**src/rtl/alu_pkg.sv**
```systemverilog
// Shared definitions for the sequential ALU: opcode map, divider FSM state
// encoding and the registered result-flag bundle.
package alu_pkg;

  // Opcode map (ALU_FUN)
  localparam logic [3:0] OP_ADD  = 4'd0;
  localparam logic [3:0] OP_SUB  = 4'd1;
  localparam logic [3:0] OP_MUL  = 4'd2;
  localparam logic [3:0] OP_DIV  = 4'd3;
  localparam logic [3:0] OP_AND  = 4'd4;
  localparam logic [3:0] OP_OR   = 4'd5;
  localparam logic [3:0] OP_NAND = 4'd6;
  localparam logic [3:0] OP_NOR  = 4'd7;
  localparam logic [3:0] OP_XOR  = 4'd8;
  localparam logic [3:0] OP_XNOR = 4'd9;
  localparam logic [3:0] OP_EQ   = 4'd10;
  localparam logic [3:0] OP_GT   = 4'd11;
  localparam logic [3:0] OP_LT   = 4'd12;
  localparam logic [3:0] OP_SHR  = 4'd13;
  localparam logic [3:0] OP_SHL  = 4'd14;
  localparam logic [3:0] OP_ZERO = 4'd15;

  // Iterative divider FSM
  typedef enum logic {
    ST_IDLE = 1'b0,
    ST_DIV  = 1'b1
  } div_state_e;

  // Result flags presented alongside ALU_OUT
  typedef struct packed {
    logic carry;
    logic arith;
    logic logic_op;
    logic cmp;
    logic shift;
    logic zero;
    logic div0;
  } alu_flags_t;

endpackage

```
**src/rtl/alu_div_iter.sv**
```systemverilog
// Restoring unsigned divider, one quotient bit per cycle.
// Ports: CLK/RST (sync, active-low); start loads dividend/divisor;
// busy (registered) is high while in DIV; done_c/quot_c/rem_c are
// combinational and valid in the last DIV cycle so the caller can
// register the result on the same edge that leaves DIV.
module alu_div_iter
  import alu_pkg::*;
#(
  parameter int unsigned WIDTH = 16
) (
  input  logic             CLK,
  input  logic             RST,
  input  logic             start,
  input  logic [WIDTH-1:0] dividend,
  input  logic [WIDTH-1:0] divisor,
  output logic             busy,
  output logic             done_c,
  output logic [WIDTH-1:0] quot_c,
  output logic [WIDTH-1:0] rem_c
);

  localparam int unsigned CW = $clog2(WIDTH);
  localparam int unsigned SW = WIDTH + 1;

  div_state_e       state_q, state_nxt;
  logic [CW-1:0]    count_q, count_nxt;
  logic [WIDTH-1:0] rem_q, rem_nxt;
  logic [WIDTH-1:0] quo_q, quo_nxt;
  logic [WIDTH-1:0] dvs_q, dvs_nxt;

  logic [SW-1:0]    shifted;
  logic [SW-1:0]    diff;
  logic             borrow;

  // One restoring step: shift in next dividend bit, trial-subtract divisor
  assign shifted = {rem_q, quo_q[WIDTH-1]};
  assign diff    = shifted - {1'b0, dvs_q};
  assign borrow  = diff[WIDTH];
  assign rem_c   = borrow ? shifted[WIDTH-1:0] : diff[WIDTH-1:0];
  assign quot_c  = {quo_q[WIDTH-2:0], ~borrow};

  // State and datapath registers
  always_ff @(posedge CLK) begin
    if (!RST) begin
      state_q <= ST_IDLE;
      count_q <= '0;
      busy    <= 1'b0;
      rem_q   <= '0;
      quo_q   <= '0;
      dvs_q   <= '0;
    end else begin
      state_q <= state_nxt;
      count_q <= count_nxt;
      busy    <= (state_nxt == ST_DIV);
      rem_q   <= rem_nxt;
      quo_q   <= quo_nxt;
      dvs_q   <= dvs_nxt;
    end
  end

  // Next-state and step control
  always_comb begin
    state_nxt = state_q;
    count_nxt = count_q;
    rem_nxt   = rem_q;
    quo_nxt   = quo_q;
    dvs_nxt   = dvs_q;
    done_c    = 1'b0;
    case (state_q)
      ST_IDLE: begin
        if (start) begin
          state_nxt = ST_DIV;
          count_nxt = CW'(WIDTH - 1);
          rem_nxt   = '0;
          quo_nxt   = dividend;
          dvs_nxt   = divisor;
        end
      end
      ST_DIV: begin
        rem_nxt = rem_c;
        quo_nxt = quot_c;
        if (count_q == '0) begin
          done_c    = 1'b1;
          state_nxt = ST_IDLE;
        end else begin
          count_nxt = count_q - CW'(1);
        end
      end
      default: state_nxt = ST_IDLE;
    endcase
  end

endmodule

```
**src/rtl/alu_seq_param.sv**
```systemverilog
// Sequential parametrised ALU: single-cycle arithmetic/logic/compare/shift
// plus an iterative divider. Results and flags are registered and held
// until the next OUT_VALID pulse.
// Ports: CLK, RST (sync, active-low); IN_VALID/A/B/ALU_FUN request;
// BUSY while dividing; OUT_VALID pulse with ALU_OUT, REM_OUT and flags.
module alu_seq_param
  import alu_pkg::*;
#(
  parameter int unsigned WIDTH = 16
) (
  input  logic             CLK,
  input  logic             RST,
  input  logic             IN_VALID,
  input  logic [WIDTH-1:0] A,
  input  logic [WIDTH-1:0] B,
  input  logic [3:0]       ALU_FUN,
  output logic             BUSY,
  output logic             OUT_VALID,
  output logic [WIDTH-1:0] ALU_OUT,
  output logic [WIDTH-1:0] REM_OUT,
  output logic             Carry_Flag,
  output logic             Arith_flag,
  output logic             Logic_flag,
  output logic             CMP_flag,
  output logic             Shift_flag,
  output logic             Zero_flag,
  output logic             DIV0_flag
);

  localparam int unsigned SW = WIDTH + 1;
  localparam int unsigned PW = 2 * WIDTH;

  logic             div_busy, div_done_c;
  logic [WIDTH-1:0] div_quot_c, div_rem_c;
  logic             accept, div_start;

  logic [SW-1:0]    add_w, sub_w;
  logic [PW-1:0]    prod;

  logic             res_valid;
  logic [WIDTH-1:0] res_alu, res_rem;
  alu_flags_t       res_flags;

  logic             valid_q;
  logic [WIDTH-1:0] alu_q, rem_q;
  alu_flags_t       flags_q;

  assign accept    = IN_VALID && !div_busy;
  assign div_start = accept && (ALU_FUN == OP_DIV) && (B != '0);

  assign add_w = SW'(A) + SW'(B);
  assign sub_w = SW'(A) - SW'(B);
  assign prod  = PW'(A) * PW'(B);

  alu_div_iter #(.WIDTH(WIDTH)) u_div (
    .CLK      (CLK),
    .RST      (RST),
    .start    (div_start),
    .dividend (A),
    .divisor  (B),
    .busy     (div_busy),
    .done_c   (div_done_c),
    .quot_c   (div_quot_c),
    .rem_c    (div_rem_c)
  );

  // Result selection; held values recirculate when nothing new completes
  always_comb begin
    res_valid = 1'b0;
    res_alu   = alu_q;
    res_rem   = rem_q;
    res_flags = flags_q;
    if (div_done_c) begin
      res_valid       = 1'b1;
      res_alu         = div_quot_c;
      res_rem         = div_rem_c;
      res_flags       = '0;
      res_flags.arith = 1'b1;
    end else if (accept && !div_start) begin
      res_valid = 1'b1;
      res_alu   = '0;
      res_rem   = '0;
      res_flags = '0;
      case (ALU_FUN)
        OP_ADD:  begin res_alu = add_w[WIDTH-1:0]; res_flags.carry = add_w[WIDTH]; res_flags.arith = 1'b1; end
        OP_SUB:  begin res_alu = sub_w[WIDTH-1:0]; res_flags.carry = sub_w[WIDTH]; res_flags.arith = 1'b1; end
        OP_MUL:  begin res_alu = prod[WIDTH-1:0]; res_rem = prod[PW-1:WIDTH]; res_flags.arith = 1'b1; end
        // Only reached with B == 0; nonzero divisors go to the divider
        OP_DIV:  begin res_alu = '1; res_rem = A; res_flags.div0 = 1'b1; res_flags.arith = 1'b1; end
        OP_AND:  begin res_alu = A & B;    res_flags.logic_op = 1'b1; end
        OP_OR:   begin res_alu = A | B;    res_flags.logic_op = 1'b1; end
        OP_NAND: begin res_alu = ~(A & B); res_flags.logic_op = 1'b1; end
        OP_NOR:  begin res_alu = ~(A | B); res_flags.logic_op = 1'b1; end
        OP_XOR:  begin res_alu = A ^ B;    res_flags.logic_op = 1'b1; end
        OP_XNOR: begin res_alu = ~(A ^ B); res_flags.logic_op = 1'b1; end
        OP_EQ:   begin res_alu = (A == B) ? WIDTH'(1) : '0; res_flags.cmp = 1'b1; end
        OP_GT:   begin res_alu = (A > B)  ? WIDTH'(2) : '0; res_flags.cmp = 1'b1; end
        OP_LT:   begin res_alu = (A < B)  ? WIDTH'(3) : '0; res_flags.cmp = 1'b1; end
        OP_SHR:  begin res_alu = A >> 1;   res_flags.shift = 1'b1; end
        OP_SHL:  begin res_alu = A << 1;   res_flags.shift = 1'b1; end
        default: ;
      endcase
    end
    if (res_valid) res_flags.zero = (res_alu == '0);
  end

  // Output registers
  always_ff @(posedge CLK) begin
    if (!RST) begin
      valid_q <= 1'b0;
      alu_q   <= '0;
      rem_q   <= '0;
      flags_q <= '0;
    end else begin
      valid_q <= res_valid;
      alu_q   <= res_alu;
      rem_q   <= res_rem;
      flags_q <= res_flags;
    end
  end

  assign BUSY       = div_busy;
  assign OUT_VALID  = valid_q;
  assign ALU_OUT    = alu_q;
  assign REM_OUT    = rem_q;
  assign Carry_Flag = flags_q.carry;
  assign Arith_flag = flags_q.arith;
  assign Logic_flag = flags_q.logic_op;
  assign CMP_flag   = flags_q.cmp;
  assign Shift_flag = flags_q.shift;
  assign Zero_flag  = flags_q.zero;
  assign DIV0_flag  = flags_q.div0;

endmodule

```
**config.mk**
```make
export PLATFORM = sky130hd
export DESIGN_NAME = alu_seq_param
export DESIGN_NICKNAME = d
export VERILOG_FILES = /design/src/rtl/alu_pkg.sv /design/src/rtl/alu_div_iter.sv /design/src/rtl/alu_seq_param.sv
export SDC_FILE = /design/constraint.sdc
export NUM_CORES = 1
export LEC_CHECK = 0
export ABC_AREA = 1
export CORE_ASPECT_RATIO = 0.5
export CORE_MARGIN = 3
export CORE_UTILIZATION = 50
export DETAILED_ROUTE_END_ITERATION = 6
export GPL_ROUTABILITY_DRIVEN = 0
export PLACE_DENSITY = 0.68
export SYNTH_ARGS = -nofsm -noshare
export SYNTH_HDL_FRONTEND = slang
export SYNTH_SLANG_ARGS = --single-unit
```
**constraint.sdc**
```tcl
create_clock -name CLK -period 17.45 [get_ports CLK]
set_clock_uncertainty 0.15 [all_clocks]
set_input_delay 5.235 -clock CLK [delete_from_list [all_inputs] [get_ports CLK]]
set_output_delay 5.235 -clock CLK [all_outputs]
set_load 0.02 [all_outputs]
```
==> run metrics, run 1 <==
initial drt markers 2,056; syn nets 3,089; FF/Latch Area 0.00186 sq mm; PortBufs 79; number of global-route vias before repair 16,100; Post-Syn Area per Cell 6.48 sq um; setup TNS 0 ps; clock buffer depth 2; global route overflow 0; CP max FO 18; synthesized area 0.0174 sq mm; Max Cap Viol 0; leakage 10.2 nW; CP Class primary input to flop; Clk Latency, worst-skew pair 360 ps; fraction of layout cells with a size suffix above 1 3.34%; register bit total from synthesis 93; IO Count 80; CTS root buf clkbuf_16; status finished with violations; Netlist cell types 43; worst endpoint data arrival time 11,930 ps; Finished Cell Area 0.0188 sq mm; drt pass-1 iters 7; initial core utilization 51.7%; first-pass GRT wire length 90,800 um; Multi-input gate area 0.0128 sq mm; largest net degree at the start of global routing 48; clock-pin slew of the registers on the worst-case setup and hold paths 70 ps; postcts setup bufs 0; Final period util 68.0%; ANT cells 0; vias per std cell 5.51; Chip Width 270 um; Core Footprint 0.0336 sq mm; final setup vio count 0; hold crit path type flop to flop; highest clock rate 84.3 MHz; Yosys warning count 0; Routed WL 58,600 um; startpoint types primary input; Worst-Margin Slew 1130 ps; num rows 47; TritonCTS Buffers 9; H-tree depth 3; Post-CTS Resized 0; drt drc 3; Max transition margin 24.1%; vias 17,400; Syn-to-layout area delta 8.12%; RSZ-0062 raised after global routing false; cells after synthesis 2,683; Tot GR Track Use 31.4%; Tmin final 11,870 ps; failing checks DRC; Critical Path RT 17,510 ps; Critical Path Sink Type flop; VDD IR max 0.180 mV; PwrDens 146 mW/mm^2; Max Slew Vio Count 0; DP Area 0.0185 sq mm; Detail Route Antenna Nets 0; register area share after synthesis 10.7%; Hold Buf Count CTS 0; Die Footprint 0.0372 sq mm; Filler cells 3,434; Tot Pwr 2.75 mW; Final Hold Fails 0; TritonCTS clock tree yes; # nets final 3,098; average wire per standard cell 18.5 um; die height 138 um; DP HPWL 44,800 um; clock sink total 93; antenna violations before repair 2
## layer usage
metal	part of all wire, %	vias up	GRT usage [%]
met1	45	8210	45.7
li1	-	8179	-
met2	41	900	47.3
met3	12	123	6.53
met5	0.039	-	0
met4	2.7	4	8.48
## state kept, by name, summed over array words and instances (netlist names)
signal         cells
Shift_flag         1
ALU_OUT           16
u_div.rem_q       16
OUT_VALID          1
Zero_flag          1
u_div.count_q      4
Logic_flag         1
u_div.quo_q       16
Arith_flag         1
Carry_Flag         1
u_div.dvs_q       16
DIV0_flag          1
CMP_flag           1
u_div.busy         1
REM_OUT           16
## placed cells by master (no fill, tap or decap), types with 9 or more instances in the layout
master	count
nor2_1	166
o211ai_1	14
nand3_1	134
inv_2	22
nor3_1	16
o22ai_1	11
o21ai_1	13
nand2_1	788
fa_1	197
xor2_1	13
o21ai_0	111
clkdlybuf4s50_1	79
ha_1	170
dfxtp_1	93
nand4_1	35
buf_4	37
clkbuf_16	9
a31oi_1	11
a21oi_1	141
inv_1	563
## area by class of cell
cell class | instances | share of cell area, %
clock inverters | 6 | 0.366
clock buffers | 10 | 1.22
well taps | 465 | 3.09
repair buffers | 116 | 5.68
flip-flops and latches | 93 | 9.90
inverters | 588 | 11.7
multi-input cells | 1884 | 68.0
## power by group
group / internal, mW / total [mW] / switching (mW)
sequential: 0.224 / 0.232 / 0.00830
combinational: 0.810 / 2.31 / 1.50
clock: 0.112 / 0.202 / 0.0897
total: 1.15 / 2.75 / 1.60
## kinds of logic (layout without fill, tap and decap cells)
family,count (synthesis),after routing,share of synthesized area (%)
buffers and inverters,706,720,15.8
and+or+nand+nor,1164,1164,27.1
adders and majority gates,367,367,34.9
DFF,93,93,10.7
muxes,1,1,0.0575
AOI/OAI and AO/OA,332,332,10.4
xor gates and xnor gates,20,20,1.01
## critical path, cell delays in order
cell and delay, ps:
clkdlybuf4s50_1 990, ha_1 580, fa_1 510, inv_1 50
fa_1 460, fa_1 510, inv_1 50, fa_1 490
fa_1 490, inv_1 50, fa_1 470, inv_1 40
ha_1 330, nand2_1 120, inv_1 50, a21oi_1 190
nand3_1 180, a21o_1 210, o21ai_0 480, o21ai_0 170
o211ai_1 190, a21oi_1 80
## cell usage after synthesis
library cell / instances / share of area, %
nand2_1: 788 / 17
inv_1: 563 / 12
fa_1: 197 / 23
ha_1: 170 / 12
nor2_1: 168 / 3.6
a21oi_1: 141 / 4.1
nand3_1: 134 / 3.9
o21ai_0: 111 / 3.2
dfxtp_1: 93 / 11
clkbuf_1: 66 / 1.4
buf_2: 36 / 1.0
nand4_1: 35 / 1.3
inv_2: 22 / 0.47
nor3_1: 16 / 0.46
o211ai_1: 14 / 0.60
o21ai_1: 13 / 0.37
xor2_1: 13 / 0.65
a31oi_1: 11 / 0.40
o22ai_1: 11 / 0.40
buf_1: 7 / 0.15
o21bai_1: 7 / 0.30
xnor2_1: 7 / 0.35
or2_2: 6 / 0.22
a21o_1: 5 / 0.22
buf_6: 5 / 0.32
a21boi_0: 4 / 0.17
buf_4: 4 / 0.17
o2111ai_1: 4 / 0.20
a211oi_1: 3 / 0.13
and2_1: 3 / 0.11
clkinv_1: 3 / 0.065
nand2_2: 3 / 0.11
nand3b_1: 3 / 0.13
o21a_1: 3 / 0.13
a22oi_1: 2 / 0.086
nand2_4: 2 / 0.13
nor2_2: 2 / 0.072
nor4_1: 2 / 0.072
o221ai_1: 2 / 0.10
a311oi_1: 1 / 0.050
and3_1: 1 / 0.036
mux2i_1: 1 / 0.058
nand3_2: 1 / 0.058
## stage by stage
step           hold WS, ps  util (%)  setup WS (ps)  cells
3_5_place_dp           305      55.0           5370   3146
4_1_cts                319      55.9           5730   3162
6_report               321      55.9           5580   3162
3_3_place_gp           305      55.0           5500   3146
5_1_grt                336      55.9           5300   3162
2_1_floorplan          285         -           6630   2683
## final timing paths
| check | startpoint | end | slack, ps | depth (start not counted) |
|---|---|---|---|---|
| setup / recovery | B[6] | REM_OUT[2] | 5580 | 22 |
| setup reg to reg | u_div.busy | Zero_flag | 13730 | 16 |
| hold / removal | u_div.quo_q[11] | u_div.quo_q[11] | 320 | 2 |
| hold reg to reg | u_div.quo_q[11] | u_div.quo_q[11] | 320 | 2 |
No activity file was read; power rests on OpenSTA's default activity.
==> run 2, diff against run 1 <==
- PLACE_DENSITY: 0.68 -> 0.71
- clock period: 17.45 -> 9.6 ns (I/O delays scaled with it)
==> run 2 against run 1 <==
Compared with the run above: hold slack got worse by 7.9 ps; global-route usage rose by 0.42 points; largest cell class unchanged; largest power group unchanged; the flow still finishes with violations (DRC); sequential power rose by 82%.
==> run metrics, run 2 (synthesis gave the netlist of run 1 again) <==
status finished with violations; failing checks DRC; CP max FO 5; vias 17,600; postcts setup bufs 0; ANT cells 0; CP top delay family adder cells; Crit path top cell by count fa_1; largest net degree at the start of global routing 57; Worst-Margin Slew 1240 ps; number of global-route vias before repair 16,800; Max Slew Vio Count 0; initial drt markers 2,127; drt pass-1 iters 7; CTS root buf clkbuf_16; Critical Path RT 9730 ps; hold crit path type flop to flop; TritonCTS Buffers 9; Tot GR Track Use 31.8%; initial core utilization 51.7%; Hold Buf Count CTS 0; H-tree depth 3; startpoint types primary input; highest clock rate 110 MHz; Tot Pwr 5.20 mW; clock sink total 93; VDD IR max 0.393 mV; Tmin final 9070 ps; Crit path buffers/inverters 4; Chip Width 270 um; PortBufs 79; worst endpoint data arrival time 9200 ps; Clk Latency, worst-skew pair 360 ps; leakage 10.4 nW; die height 138 um; clock buffer depth 2; # nets final 3,133; CP max-delay cell clkdlybuf4s50_1; Critical Path Sink Type flop; Syn-to-layout area delta 9.75%; final setup vio count 0; vias per std cell 5.50; Final period util 94.5%; Routed WL 58,900 um; setup TNS 0 ps; DP HPWL 47,200 um; RSZ-0062 raised after global routing false; clock-pin slew of the registers on the worst-case setup and hold paths 70 ps; PwrDens 272 mW/mm^2; TritonCTS clock tree yes; CP Class primary input to flop; Final Hold Fails 0; Post-CTS Resized 0; fraction of layout cells with a size suffix above 1 4.58%; Detail Route Antenna Nets 0; first-pass GRT wire length 92,000 um; commonest non-fill, non-tap cell in the layout nand2_1; commonest non-fill, non-tap cells in the layout nand2_1, inv_1, fa_1; average wire per standard cell 18.4 um; num rows 47; Max transition margin 17.2%; Worst path max stage delay 800 ps; Die Footprint 0.0372 sq mm; drt drc 1; antenna violations before repair 5; Core Footprint 0.0336 sq mm; IO Count 80; Max Cap Viol 0; global route overflow 0
[run 2: cell types whose count changed in the layout (fill, tap and decap cells not counted)]
cell	previous run	this run
nor2_1	166	167
clkbuf_8	0	1
buf_12	0	1
clkbuf_1	1	0
buf_4	37	71
nor2_2	4	3
[run 2: worst paths after layout]
check | startpoint | end | slack (ps) | depth (start not counted)
worst max-delay path | B[7] | Zero_flag | 530 | 26
worst min-delay path | u_div.dvs_q[15] | u_div.dvs_q[15] | 310 | 2
worst max register to register | u_div.dvs_q[0] | REM_OUT[3] | 5830 | 15
worst min register to register | u_div.dvs_q[15] | u_div.dvs_q[15] | 310 | 2
[run 2: worst min-delay path: cells and delay by family, from the launching register on]
family / cells / cell delay (ps)
DFF: 1 / 300
AOI/OAI and AO/OA: 1 / 60
buffers and inverters: 1 / 60
[run 2: cell type report]
type | instances | area, sq um
clock buffers | 10 | 239
inverters | 588 | 2210
well taps | 465 | 582
clock inverters | 6 | 68.8
multi-input cells | 1884 | 12800
flip-flops and latches | 93 | 1860
repair buffers | 151 | 1340
fillers | 3328 | 14500
[run 2: per-stage QoR]
| stage | cells | hold WS, ps | utilization (%) | setup slack, ps | instance area [sq um] |
|---|---|---|---|---|---|
| 6_report | 3197 | 313 | 56.8 | 527 | 19100 |
| 5_1_grt | 3197 | 333 | 56.8 | 148 | 19100 |
| 4_1_cts | 3197 | 317 | 56.8 | 644 | 19100 |
| 3_5_place_dp | 3181 | 305 | 55.8 | 265 | 18800 |
| 3_3_place_gp | 3181 | 300 | 55.8 | 315 | 18800 |
| 2_1_floorplan | 2683 | 285 | - | 1140 | 17400 |
[run 2: power breakdown]
part           internal [mW]  switching [mW]  total (mW)
sequential             0.407          0.0141       0.422
combinational           1.62            2.78        4.40
clock                  0.211           0.163       0.374
total                   2.24            2.96        5.20
[run 2: per-layer routing]
metal	global-route usage [%]	wire length, um	part of all wire (%)	vias up
met4	10.6	2040	3.5	8
met1	43.1	25100	43	8297
met5	0	52	0.088	-
met3	8.97	7290	12	146
met2	49.2	24400	41	880
li1	-	-	-	8258
